==> config.mk <==
export PLATFORM = sky130hd
export DESIGN_NAME = mem_wb_stage
export DESIGN_NICKNAME = d
export VERILOG_FILES = /design/src/rtl/mem_wb_stage.sv
export SDC_FILE = /design/constraint.sdc
export NUM_CORES = 1
export LEC_CHECK = 0
export BUFFER_PORTS_ARGS = -buffer_cell sky130_fd_sc_hd__buf_2
export CAP_MARGIN = 20
export CELL_PAD_IN_SITES_DETAIL_PLACEMENT = 2
export CELL_PAD_IN_SITES_GLOBAL_PLACEMENT = 2
export CORE_UTILIZATION = 31
export DETAILED_ROUTE_END_ITERATION = 10
export GPL_TIMING_DRIVEN = 0
export PLACE_DENSITY = 0.8
export SYNTH_ARGS = -nofsm -noshare
export SYNTH_HDL_FRONTEND = slang
export SYNTH_SLANG_ARGS = --single-unit
==> constraint.sdc <==
create_clock -name clk -period 1.7 [get_ports clk]
set_input_delay 0.085 -clock clk [delete_from_list [all_inputs] [get_ports clk]]
set_output_delay 0.085 -clock clk [all_outputs]
set_load 0.03 [all_outputs]
==> src/rtl/mem_wb_stage.sv <==
// MEM/WB pipeline register and writeback: load extraction, source select, regfile write port,
// sticky misaligned-load flag and 64-bit retired-instruction counter.
module mem_wb_stage (
  input  logic        clk,
  input  logic        rst_n,
  input  logic        stall,
  input  logic        flush,
  input  logic        m_valid,
  input  logic        m_reg_write,
  input  logic [4:0]  m_rd,
  input  logic [1:0]  m_wb_sel,
  input  logic [2:0]  m_funct3,
  input  logic [31:0] m_alu_result,
  input  logic [31:0] m_pc_plus4,
  input  logic [31:0] m_load_data,
  output logic        rf_we,
  output logic [4:0]  rf_wa,
  output logic [31:0] rf_wd,
  output logic        wb_valid,
  output logic        misalign_err,
  output logic [63:0] instret
);

  logic        valid_q;
  logic        reg_write_q;
  logic [4:0]  rd_q;
  logic [1:0]  wb_sel_q;
  logic [2:0]  funct3_q;
  logic [31:0] alu_q;
  logic [31:0] pc4_q;
  logic [31:0] ld_q;
  logic        err_q;
  logic [63:0] instret_q;

  logic [1:0]  off;
  logic [7:0]  byte_val;
  logic [15:0] half_val;
  logic [31:0] load_val;
  logic        misaligned;

  always_ff @(posedge clk or negedge rst_n) begin
    if (!rst_n) begin
      valid_q     <= 1'b0;
      reg_write_q <= 1'b0;
      rd_q        <= 5'd0;
      wb_sel_q    <= 2'd0;
      funct3_q    <= 3'd0;
      alu_q       <= 32'd0;
      pc4_q       <= 32'd0;
      ld_q        <= 32'd0;
      err_q       <= 1'b0;
      instret_q   <= 64'd0;
    end else begin
      // An entry retires when it leaves WB: released from stall, or flushed out from under one.
      if (valid_q && (!stall || flush))
        instret_q <= instret_q + 64'd1;
      if (valid_q && misaligned)
        err_q <= 1'b1;
      if (flush) begin
        valid_q     <= 1'b0;
        reg_write_q <= 1'b0;
      end else if (!stall) begin
        valid_q     <= m_valid;
        reg_write_q <= m_reg_write;
        rd_q        <= m_rd;
        wb_sel_q    <= m_wb_sel;
        funct3_q    <= m_funct3;
        alu_q       <= m_alu_result;
        pc4_q       <= m_pc_plus4;
        ld_q        <= m_load_data;
      end
    end
  end

  always_comb begin
    off = alu_q[1:0];
    case (off)
      2'd0:    byte_val = ld_q[7:0];
      2'd1:    byte_val = ld_q[15:8];
      2'd2:    byte_val = ld_q[23:16];
      default: byte_val = ld_q[31:24];
    endcase
    half_val = off[1] ? ld_q[31:16] : ld_q[15:0];
    case (funct3_q)
      3'b000:  load_val = {{24{byte_val[7]}}, byte_val};
      3'b100:  load_val = {24'd0, byte_val};
      3'b001:  load_val = {{16{half_val[15]}}, half_val};
      3'b101:  load_val = {16'd0, half_val};
      default: load_val = ld_q;
    endcase
    misaligned = (wb_sel_q == 2'b01) &&
                 ((((funct3_q == 3'b001) || (funct3_q == 3'b101)) && off[0]) ||
                  ((funct3_q == 3'b010) && (off != 2'd0)));
    case (wb_sel_q)
      2'b01:   rf_wd = load_val;
      2'b10:   rf_wd = pc4_q;
      default: rf_wd = alu_q;
    endcase
  end

  assign rf_we        = valid_q && reg_write_q && (rd_q != 5'd0) && !misaligned;
  assign rf_wa        = rd_q;
  assign wb_valid     = valid_q;
  // The flag is visible while the offending load sits in WB, then held by err_q.
  assign misalign_err = err_q || (valid_q && misaligned);
  assign instret      = instret_q;

endmodule

==> results.sh <==
export IMPL_slew_viol_final=0
export IMPL_final_layout_size_suffix_gt1_frac=0.566
export IMPL_slew_headroom=0.298
export IMPL_ctsLongestPathBuffers=2
export IMPL_path_max_fanout=7
export IMPL_synth_top_area_frac=0.527
export IMPL_ant_nets=0
export IMPL_crit_path_end_kind="primary output"
export IMPL_tns_ns=-25.27
export IMPL_async_reset_ff_frac=1.00
export IMPL_worstReg2RegEnd="instret[36]"
export IMPL_worstSetupPathType="reg -> out"
export IMPL_io_buffers=215
export IMPL_power_mw=13.2
export IMPL_tightest_slew_ns=1.05
export IMPL_viasPerCell=5.16
export IMPL_worstPathRequired_ns=1.62
export IMPL_violations="negative setup slack"
export IMPL_crit_end="rf_wd[12]"
export IMPL_finalSetupViolations=75
export IMPL_num_rows=59
export IMPL_cts_sinks=173
export IMPL_setup_slack_ns=-0.791
export IMPL_holdCritPathClass="in -> async"
export IMPL_clk_latency_ns=0.43
export IMPL_crit_path_start_kind="flop"
export IMPL_ys_warn_count=0
export IMPL_path_clk_slew_ns=0.08
export IMPL_dp_slack_ns=-0.520
export IMPL_p_per_area_mw_per_mm2=965
export IMPL_drtIter0Drc=291
export IMPL_max_vdd_ir_drop_v=0.000581
export IMPL_core_area_mm2=0.0261
export IMPL_place_hpwl_um=20600
export IMPL_netlist_instances=712
export IMPL_grt_setup_unrepaired="true"
export IMPL_die_w_um=165
export IMPL_synth_fp_nets=827
export IMPL_ff2ff_path_depth=6
export IMPL_start_util=0.315
export IMPL_synth_cell_types=48
export IMPL_cts_tree="yes"
export IMPL_r2r_start="instret[14]"
export IMPL_area_delta_synth_final_pct=66.8
export IMPL_via_count=7726
export IMPL_place_congestion=0.802
export IMPL_crit_start="alu_q[1]"
export IMPL_cts_buffers=17
export IMPL_holdWs_ns=0.225
export IMPL_die_h_um=165
export IMPL_finalCritPeriodShare=1.47
export IMPL_design_area_mm2=0.0137
export IMPL_io_pins=216
export IMPL_synth_area_top_cells="dfrtp_1 (53%), mux2_2 (14%), xor2_1 (3.4%), xnor2_1 (3.3%), nand2_1 (2.6%)"
export IMPL_r2r_slack_ns=-0.25
export IMPL_grt_antenna_before_repair=4
export IMPL_clock_skew_ns=0.0191
export IMPL_yosysSeqAreaShare=0.527
export IMPL_fillers=2497
export IMPL_p_leak_nw=6.32
export IMPL_cap_violations=0
export IMPL_synth_ff_latch_count=173
export IMPL_htree_levels=4
export IMPL_synth_top_cell_by_area="dfrtp_1"
export IMPL_synth_avg_cell_area_um2=11.5
export IMPL_wl_per_cell_um=25.7
export IMPL_synth_edf_count=0
export IMPL_cp_arrival_ns=2.41
export IMPL_grt_pass1_vias=8708
export IMPL_hold_violations=0
export IMPL_fmax_mhz=401
export IMPL_grt_pass1_wl_um=53000
export IMPL_status="complete, but fails checks"
export IMPL_netlist_area_mm2=0.00822
export IMPL_dieArea_mm2=0.0272
export IMPL_drc=0
export IMPL_grt_overflow=0
export IMPL_wl_um=38500
export IMPL_grt_usage=0.263
export IMPL_layout_nets=1260
export IMPL_root_buffer="clkbuf_16"
export IMPL_dr_pass1_iters=4
export IMPL_period_needed_ns=2.49
export IMPL_placed_cell_area_mm2=0.0100
export IMPL_grt_start_max_net_pins=97
export IMPL_synth_main_ff_cell="dfrtp_1"
critical path: stages, from the launching register on:
cell      delay (ns)
dfrtp_1         0.41
buf_4           0.14
buf_6           0.14
buf_4           0.14
mux2i_1         0.40
nor2_1          0.14
o221ai_4        0.21
o211ai_1        0.17
buf_4           0.21
cells by family after synthesis:
family | count (synthesis) | share of synthesized area
AO/OA/AOI/OAI | 92 | 0.0743
XOR/XNOR | 63 | 0.0671
adder cells (fa/ha/maj) | 3 | 0.00457
buffers and inverters | 47 | 0.0242
flip-flops | 173 | 0.527
multiplexers | 113 | 0.155
AND/OR/NAND/NOR | 221 | 0.148
final cells by class:
class,instances,area (um^2),area share
Sequential cell,173,4390,0.320
Clock buffer,20,437,0.0319
Clock inverter,12,90.1,0.00657
Timing Repair Buffer,416,3210,0.234
Tap cell,335,419,0.0306
Inverter,15,57.6,0.00420
Antenna cell,4,10.0,0.000730
Multi-Input combinational cell,492,4840,0.353
Buffer,30,256,0.0187
cells in the final DEF (no fill, tap or decap), types with 16 or more instances in the layout:
cell / instances
nand2_1: 49
dlygate4sd3_1: 111
nor2b_1: 24
nor2_1: 24
xnor2_1: 28
mux2_2: 102
a22oi_1: 16
dfrtp_2: 46
clkbuf_16: 18
buf_4: 69
a21oi_2: 17
nor3_4: 16
xor2_1: 32
nand4_1: 16
dfrtp_1: 127
buf_6: 49
buf_2: 192
flip-flops by register name, indices dropped and copies added, names as in the netlist:
register and cells:
rf_wa 5, reg_write_q 1, instret 64, wb_valid 1, ld_q 32, funct3_q 3
pc4_q 32, err_q 1, wb_sel_q 2, alu_q 32
layer usage:
| layer | share of wire | track usage | up-vias | routed length, um |
|---|---|---|---|---|
| li1 | - | - | 3428 | - |
| met1 | 0.41 | 0.325 | 4015 | 15800 |
| met2 | 0.52 | 0.460 | 218 | 20200 |
| met3 | 0.036 | 0.0414 | 65 | 1370 |
| met4 | 0.029 | 0.0934 | 0 | 1130 |
| met5 | 0 | 0 | - | 0 |
stage by stage:
stage,cells,util
after floorplan,712,-
after global placement,1262,0.382
after detailed placement,1263,0.384
after CTS,1447,0.491
after global routing,1497,0.526
final,1497,0.526
power by group:
part           internal, mW  total (mW)  switching (mW)
clock                  1.89        3.70            1.82
sequential             4.56        5.02           0.458
combinational          2.02        4.50            2.48
worst min-delay path by stage:
stage,to,depth (start not counted),slack [ns]
3_5_place_dp,instret[57],1,0.12
3_3_place_gp,reg_write_q,2,0.29
5_1_grt,instret[57],2,0.27
2_1_floorplan,alu_q[0],0,-0.21
6_report,instret[57],2,0.22
4_1_cts,instret[0],4,0.22
repair_timing:
action,4_1_cts,5_1_grt
endpoints found under the hold margin,185,0
gates cloned,3,0
setup buffers,39,51
endpoints found under the setup margin,76,80
gates resized for setup,184,125
hold buffers,111,0
pin swaps,60,72
Yosys cell counts (all sizes together) (2+ instances only):
library cell,number
and4,4
a31o,2
a22oi,16
a2bb2oi,3
mux2,102
clkinv,2
inv,13
dfrtp,173
nand2b,2
buf,13
o221ai,16
nand2,56
or3,2
o211ai,11
and3,8
nand4,18
nor2b,25
o21ai,6
a21oi,36
nand3,24
xnor2,31
mux2i,10
clkbuf,19
ha,3
xor2,32
nor4,15
nor3,19
nor2,41
nor3b,4
Power figures use the tool's default switching activity.
